## config.mk

```make
export PLATFORM = sky130hd
export DESIGN_NAME = sram_bank_array
export DESIGN_NICKNAME = d
export VERILOG_FILES = /design/src/rtl/sram_bank_array.sv
export SDC_FILE = /design/constraint.sdc
export NUM_CORES = 1
export LEC_CHECK = 0
export ABC_AREA = 1
export CAP_MARGIN = 20
export CORE_AREA = 4 4 209 211
export CTS_BUF_LIST = sky130_fd_sc_hd__clkbuf_4
export DETAILED_ROUTE_END_ITERATION = 7
export DIE_AREA = 0 0 213 215
export PLACE_DENSITY = 0.7
export RECOVER_POWER = 50
export SYNTH_ARGS = -nofsm -noshare
export SYNTH_HDL_FRONTEND = slang
export SYNTH_SLANG_ARGS = --single-unit
```

## constraint.sdc

```tcl
create_clock -name clk -period 2.2 [get_ports clk]
set_input_delay 0.33 -clock clk [delete_from_list [all_inputs] [get_ports clk]]
set_output_delay 0.33 -clock clk [all_outputs]
set_load 0.01 [all_outputs]
```

## src/rtl/sram_bank_array.sv

```systemverilog
// Bank array for the MEMController responder: Nums_SRAM independent single-clock SRAM banks,
// each with a registered read port and a hardware zero-sweep clear reported on Clear_Busy.
module sram_bank_array #(
   parameter int Addr_Width = 4,
   parameter int Ram_Depth  = 1 << Addr_Width,
   parameter int Nums_SRAM  = 3,
   parameter int Data_Width = 8
) (
   input  logic                            clk,
   input  logic                            Mem_reset,
   input  logic [Nums_SRAM-1:0]            Mem_Clear,
   input  logic [Nums_SRAM-1:0]            En_Chip_Select,
   input  logic [Nums_SRAM-1:0]            En_Write,
   input  logic [Nums_SRAM-1:0]            En_Read,
   input  logic [Nums_SRAM*Addr_Width-1:0] Addr_Read,
   input  logic [Nums_SRAM*Addr_Width-1:0] Addr_Write,
   input  logic [Nums_SRAM*Data_Width-1:0] Data_Write,
   output logic [Nums_SRAM*Data_Width-1:0] Data_Read,
   output logic [Nums_SRAM-1:0]            Read_Valid,
   output logic [Nums_SRAM-1:0]            Clear_Busy
);

   typedef enum logic {
      ST_IDLE  = 1'b0,
      ST_CLEAR = 1'b1
   } state_e;

   localparam logic [Addr_Width-1:0] LAST_PTR = Addr_Width'(Ram_Depth - 1);

   for (genvar i = 0; i < Nums_SRAM; i++) begin : g_bank
      state_e                state_q, state_d;
      logic [Addr_Width-1:0] ptr_q, ptr_d;
      logic [Data_Width-1:0] mem_q [Ram_Depth];
      logic [Data_Width-1:0] rdata_q;
      logic                  rvalid_q;
      logic                  wr_en, rd_en, clr_we;
      logic [Addr_Width-1:0] addr_rd, addr_wr;
      logic [Data_Width-1:0] data_wr;

      assign addr_rd = Addr_Read[Addr_Width*i +: Addr_Width];
      assign addr_wr = Addr_Write[Addr_Width*i +: Addr_Width];
      assign data_wr = Data_Write[Data_Width*i +: Data_Width];

      always_ff @(posedge clk) begin
         if (!Mem_reset) begin
            state_q <= ST_IDLE;
            ptr_q   <= '0;
         end else begin
            state_q <= state_d;
            ptr_q   <= ptr_d;
         end
      end

      // Clear requests arriving mid-sweep are ignored; a level still high at the end re-arms.
      always_comb begin
         state_d = state_q;
         ptr_d   = ptr_q;
         case (state_q)
            ST_IDLE: begin
               if (Mem_Clear[i]) begin
                  state_d = ST_CLEAR;
                  ptr_d   = '0;
               end
            end
            ST_CLEAR: begin
               ptr_d = ptr_q + 1'b1;
               if (ptr_q == LAST_PTR) state_d = ST_IDLE;
            end
            default: state_d = ST_IDLE;
         endcase
      end

      // A clear sampled in IDLE takes priority and drops any coincident access.
      always_comb begin
         wr_en  = 1'b0;
         rd_en  = 1'b0;
         clr_we = 1'b0;
         case (state_q)
            ST_IDLE: begin
               if (!Mem_Clear[i] && En_Chip_Select[i]) begin
                  wr_en = En_Write[i];
                  rd_en = En_Read[i];
               end
            end
            ST_CLEAR: clr_we = 1'b1;
            default: ;
         endcase
      end

      // Array has no reset, but no write may land on a reset edge (aborted sweep stays partial).
      always_ff @(posedge clk) begin
         if (Mem_reset) begin
            if (clr_we)     mem_q[ptr_q]   <= '0;
            else if (wr_en) mem_q[addr_wr] <= data_wr;
         end
      end

      always_ff @(posedge clk) begin
         if (!Mem_reset) begin
            rdata_q  <= '0;
            rvalid_q <= 1'b0;
         end else begin
            rvalid_q <= rd_en;
            if (rd_en) rdata_q <= mem_q[addr_rd];
         end
      end

      assign Data_Read[Data_Width*i +: Data_Width] = rdata_q;
      assign Read_Valid[i]                         = rvalid_q;
      assign Clear_Busy[i]                         = (state_q == ST_CLEAR);
   end

endmodule

```

======== Yosys cells after proc, flatten, opt, wreduce, memory -nomap -nowiden ========
Memory sizes are Yosys's and may differ from the RTL's. A register that Yosys moved wholly into a read port is not among the register bits.
Cells that the tools add are included.
word-level totals
  register bits after elaboration ......... 18
  memory bits (writable) .................. 384
  bits of input ports ..................... 62
  output and inout bits ................... 30
  memories ................................ 3
memory list
  name             depth  width  read ports  clocked after Yosys merged registers in  wr ports  line  text
  g_bank[0].mem_q  16     8      1           1                                        1         33    logic [Data_Width-1:0] mem_q [Ram_Depth];
  g_bank[1].mem_q  16     8      1           1                                        1         33
  g_bank[2].mem_q  16     8      1           1                                        1         33
cells by class
  add/subtract/negate cells ............... 3
  equal/unequal tests ..................... 6
  mux-type cells .......................... 60
  bitwise operators ....................... 3
  reduce and logical (&&, ||, !) cells .... 12
operators with widths
  operator                                      number
  two-way mux 1 bit                             45
  two-way mux 4 bit                             6
  two-way mux 8 bit                             3
  case mux 4 bit (2 select lines)               3
  OR reduction 8 bit                            3
  adder 4 x 1 -> 4 bit (second input constant)  3
  == test 4 bit (second input constant)         3
  logical NOT 1 bit                             6
  != test 2 bit (second input constant)         3
  case mux 1 bit (2 select lines)               3
  logical AND 1 bit                             3
  inverter 1 bit                                3

======== Depth between registers and ports, before layout ========
  word-level depth ........................ 10
  depth in mapped cells ................... 10

======== Worst setup path after synthesis ========
Ideal clock, no wire load.
  kind .................................... register to register
  from .................................... reg g_bank[2].state_q
  to ...................................... mem g_bank[2].mem_q[0][0] (enable)
  setup time .............................. 0.370 ns
  data arrival time ....................... 1.562 ns
  required time ........................... 1.830 ns
  slack ................................... 0.268 ns
  stages on the path, launching flop included .. 9
  buffers on the path ..................... 1
  clock period less this slack ............ 1.932 ns
  cells stage by stage .................... dfxtp_1 nor2_2 nand4_4 buf_6 nand2_1 o21ai_2 inv_2 nand3_2 nor2_1
between the ends
  longest elaborated chain between the ends .. 7
  elaborated cells on any way between the ends .. 12
  classes of those cells .................. mux: 11; reduce/logical: 1
ends and longest elaborated chain
  what                                                                     line  text
  start, declared                                                          31    state_e state_q, state_d;
  start signal, assigned                                                   49    state_q <= state_d;
  two-way mux 1 bit                                                        78    case (state_q)
  two-way mux 1 bit                                                        94    else if (wr_en) mem_q[addr_wr] <= data_wr;
  two-way mux 1 bit                                                        93    if (clr_we) mem_q[ptr_q] <= '0;
  two-way mux 1 bit                                                        92    if (Mem_reset) begin
  two-way mux 1 bit (implied by the code)                                  94
  OR reduction 8 bit (no source line)                                      n/a
  two-way mux 4 bit (no source line) or two-way mux 1 bit (tied branches)  n/a
  end, declared                                                            33
Parallel ways exist; a longest one is shown, timed or not.

======== Worst setup path after layout ========
  from .................................... reg g_bank[0].rdata_q[2], read port of g_bank[0].mem_q
  to ...................................... out Data_Read[2]
RTL lines
  what             line  text
  start, declared  34    logic [Data_Width-1:0] rdata_q;
  end, declared    18    output logic [Nums_SRAM*Data_Width-1:0] Data_Read,
No word-level cell between the ends.

==> impl_results.md <==
* Run status: finished, final reports clean
* DR vias at 13600
* Count of final setup violators at 0
* Part of the cycle the worst path needs at 94.1%
* DRT iter0 DRCs at approximately 1200
* Class of the worst hold path: input pin to register
* Area occupied by multi-input gates at about 4700 um^2
* EDFF count, synth at 384
* Worst-path clk slew at 0.06 ns
* Fin worst setup slack at around 0.13 ns
* Synth Area in Simple Gates at 23.0%
* Post-synthesis compound-gate area fraction at 2.26%
* Nets@finish at 2183
* Final ANT Viol Nets at 0
* Largest family of logic cells by synthesized area: simple AND/OR/NAND/NOR gates
* Die Span X at 213 um
* Post-synthesis mux area share at 0%
* Place WS at -0.110 ns
* Grt total ovfl at 0
* Full die area at 45800 um^2
* WL final at approximately 45000 um
* Drt drc at 0
* Most common cell after layout, fill and taps aside: nand2_1
* Fmax at approximately 480 MHz
* Worst path bufs/invs at 1
* Slew margin rel. at 46.4%
* Hold Fails Final Rpt at 0
* CP Class: register to output port
* Vias in the first global route at 13600
* Sequential fraction of the synthesis area at 66.5%
* Slew Limit Fails at 0
* Wirelength per Cell at 16.2 um
* Pwr dens at 760 nW/um^2
* XOR/XNOR Fraction of Synth Area at 0%
* Delay-heaviest family, CP: buffers and inverters
* Post-Syn Area at about 19000 um^2
* Dominant synthesized flop cell: edfxtp_1
* Net count after synthesis at between 1500 and 2000
* Fin cells at 2748
* Detail Placement HPWL at 29800 um
* Register bit total from synthesis at roughly 430
* Total of max-cap violations at 0
* Peak VDD IR at 0.501 mV
* Placed cell count at ~2500
* Leak pwr at 9.88 nW
* Synthesized instance count at 1883
* CP endpoint kind: output port
* Top-Level Pins at between 90 and 100
* Critical Path Max Stage Delay at about 0.57 ns
* Chip Height at between 200 and 250 um
* Root buf cell: clkbuf_4
* WP data required at 1.87 ns
* Gp weighted congestion at 0.842
* Slowest cell on crit path: clkdlybuf4s50_1
* Wire length of the first global-routing pass at 71000 um
* Global Route Usage Sum at roughly 20%
* Initial core utilization at 44.5%
* Worst setup SP type: register
* Clock skew at 0.0962 ns
* Syn_area_per_cell at 9.87 um^2
* CORE AREA at 41800 um^2
* Drt via density at around 5
* Async SR Flop Fraction at 0%
* Largest net degree at the start of global routing at between 60 and 70
* CP Max Fanout at 2
* Fin crit period at 2.07 ns
* Reg area at about 12000 um^2
* I/O Buffers at 91
* Crit path cell chain: clkdlybuf4s50_1
* Clock Sinks at 426
* Layout area overhead at 19.2%
* Layout cell share with drive strength beyond 1 at between 10 and 15%
* Syn. warnings at 0
* Initial antenna violation count at 1
* Clock buffer depth at 3
* First-pass DRT Iterations at 6
* # fillers at 3630
* FP Rows at between 70 and 80
* Worst-Margin Slew at 0.802 ns
* H-tree depth at 3
* Worst-Skew Late Latency at just under 0.9 ns
* Inserted Clock Buffers at 108
* Cell variety after synth at 27
* Most frequent cells in the layout: nand2_1, edfxtp_1, nand3_1
* Critical Path AT at 1.74 ns
* Adder-Cell Fraction of Synth Area at 0.202%
* CTS tree: yes
## state kept, by name, indices dropped and copies added, names as in the netlist
register,flops
g_bank.rvalid_q,3
g_bank.rdata_q,24
g_bank.ptr_q,12
g_bank.state_q,3
g_bank.mem_q,384
## metrics by stage
| step | util [%] | power, mW | setup TNS, ns | hold slack [ns] | cell area (um^2) |
|---|---|---|---|---|---|
| 6_report | 53.1 | 16.8 | 0 | 0.117 | 22200 |
| 3_3_place_gp | 50.2 | 10.1 | -0.950 | 0.448 | 21000 |
| 3_5_place_dp | 50.2 | 10.1 | -12.31 | 0.468 | 21000 |
| 2_1_floorplan | - | 9.62 | 0 | 0.436 | 18600 |
| 4_1_cts | 53.8 | 17.1 | 0 | 0.0337 | 22500 |
| 5_1_grt | 53.1 | 17.6 | -0.000132 | 0.0890 | 22200 |
## power breakdown
part,leakage (nW),internal (mW),switching (mW)
clock network,0.881,3.78,3.12
logic,5.19,0.417,0.700
registers,3.81,8.78,0.0273
## path summary, 6_finish.rpt
path | from | end | slack (ns) | depth (start not counted)
setup / recovery | g_bank[0].rdata_q[2] | Data_Read[2] | 0.13 | 1
hold / removal | En_Read[1] | g_bank[1].rvalid_q | 0.12 | 3
setup reg to reg | g_bank[0].state_q | g_bank[0].mem_q[10][6] | 0.15 | 5
hold reg to reg | g_bank[0].ptr_q[3] | g_bank[0].ptr_q[3] | 0.48 | 2
## tightest hold or removal path, delay by kind of cell
kind,cells,cell delay [ns]
buffers and inverters,1,0.39
AND/OR/NAND/NOR,2,0.14
## cell usage after synthesis, types with 7 or more instances
| cell | count | area share [%] |
|---|---|---|
| inv_1 | 279 | 5.6 |
| o21a_1 | 24 | 0.97 |
| nor2_1 | 82 | 1.7 |
| clkbuf_1 | 49 | 0.99 |
| inv_2 | 7 | 0.14 |
| buf_2 | 27 | 0.73 |
| o21ai_2 | 12 | 0.57 |
| nand2_1 | 642 | 13 |
| dfxtp_1 | 42 | 4.5 |
| nand3_1 | 280 | 7.5 |
| edfxtp_1 | 384 | 62 |
## per-layer routing
metal / track usage (%) / vias up / wire length, um
li1: - / 6645 / -
met1: 25.8 / 6318 / 18400
met2: 32.1 / 535 / 21300
met3: 4.16 / 101 / 3360
met4: 8.63 / 0 / 1480
met5: 0 / - / 0
## cells by family after synthesis
family / after synthesis
adders and majority gates: 3
AOI/OAI and AO/OA: 58
DFF: 426
and+or+nand+nor: 1022
buffers and inverters: 374
## repair_timing
action,4_1_cts,5_1_grt
hold buffers,1,0
buffers inserted,0,0
resized for setup,4,1
setup endpoints to repair,4,1
endpoints found under the hold margin,10,0
## layout make-up
cell class | instances | area share (%)
antenna | 1 | 0.0113
clock buffer | 171 | 5.79
clock inverter | 29 | 0.915
inverter | 286 | 4.84
multi-input combinational | 1083 | 21.4
sequential | 426 | 55.8
tap | 539 | 3.04
timing repair buffer | 213 | 8.20
Power figures use the tool's default switching activity.
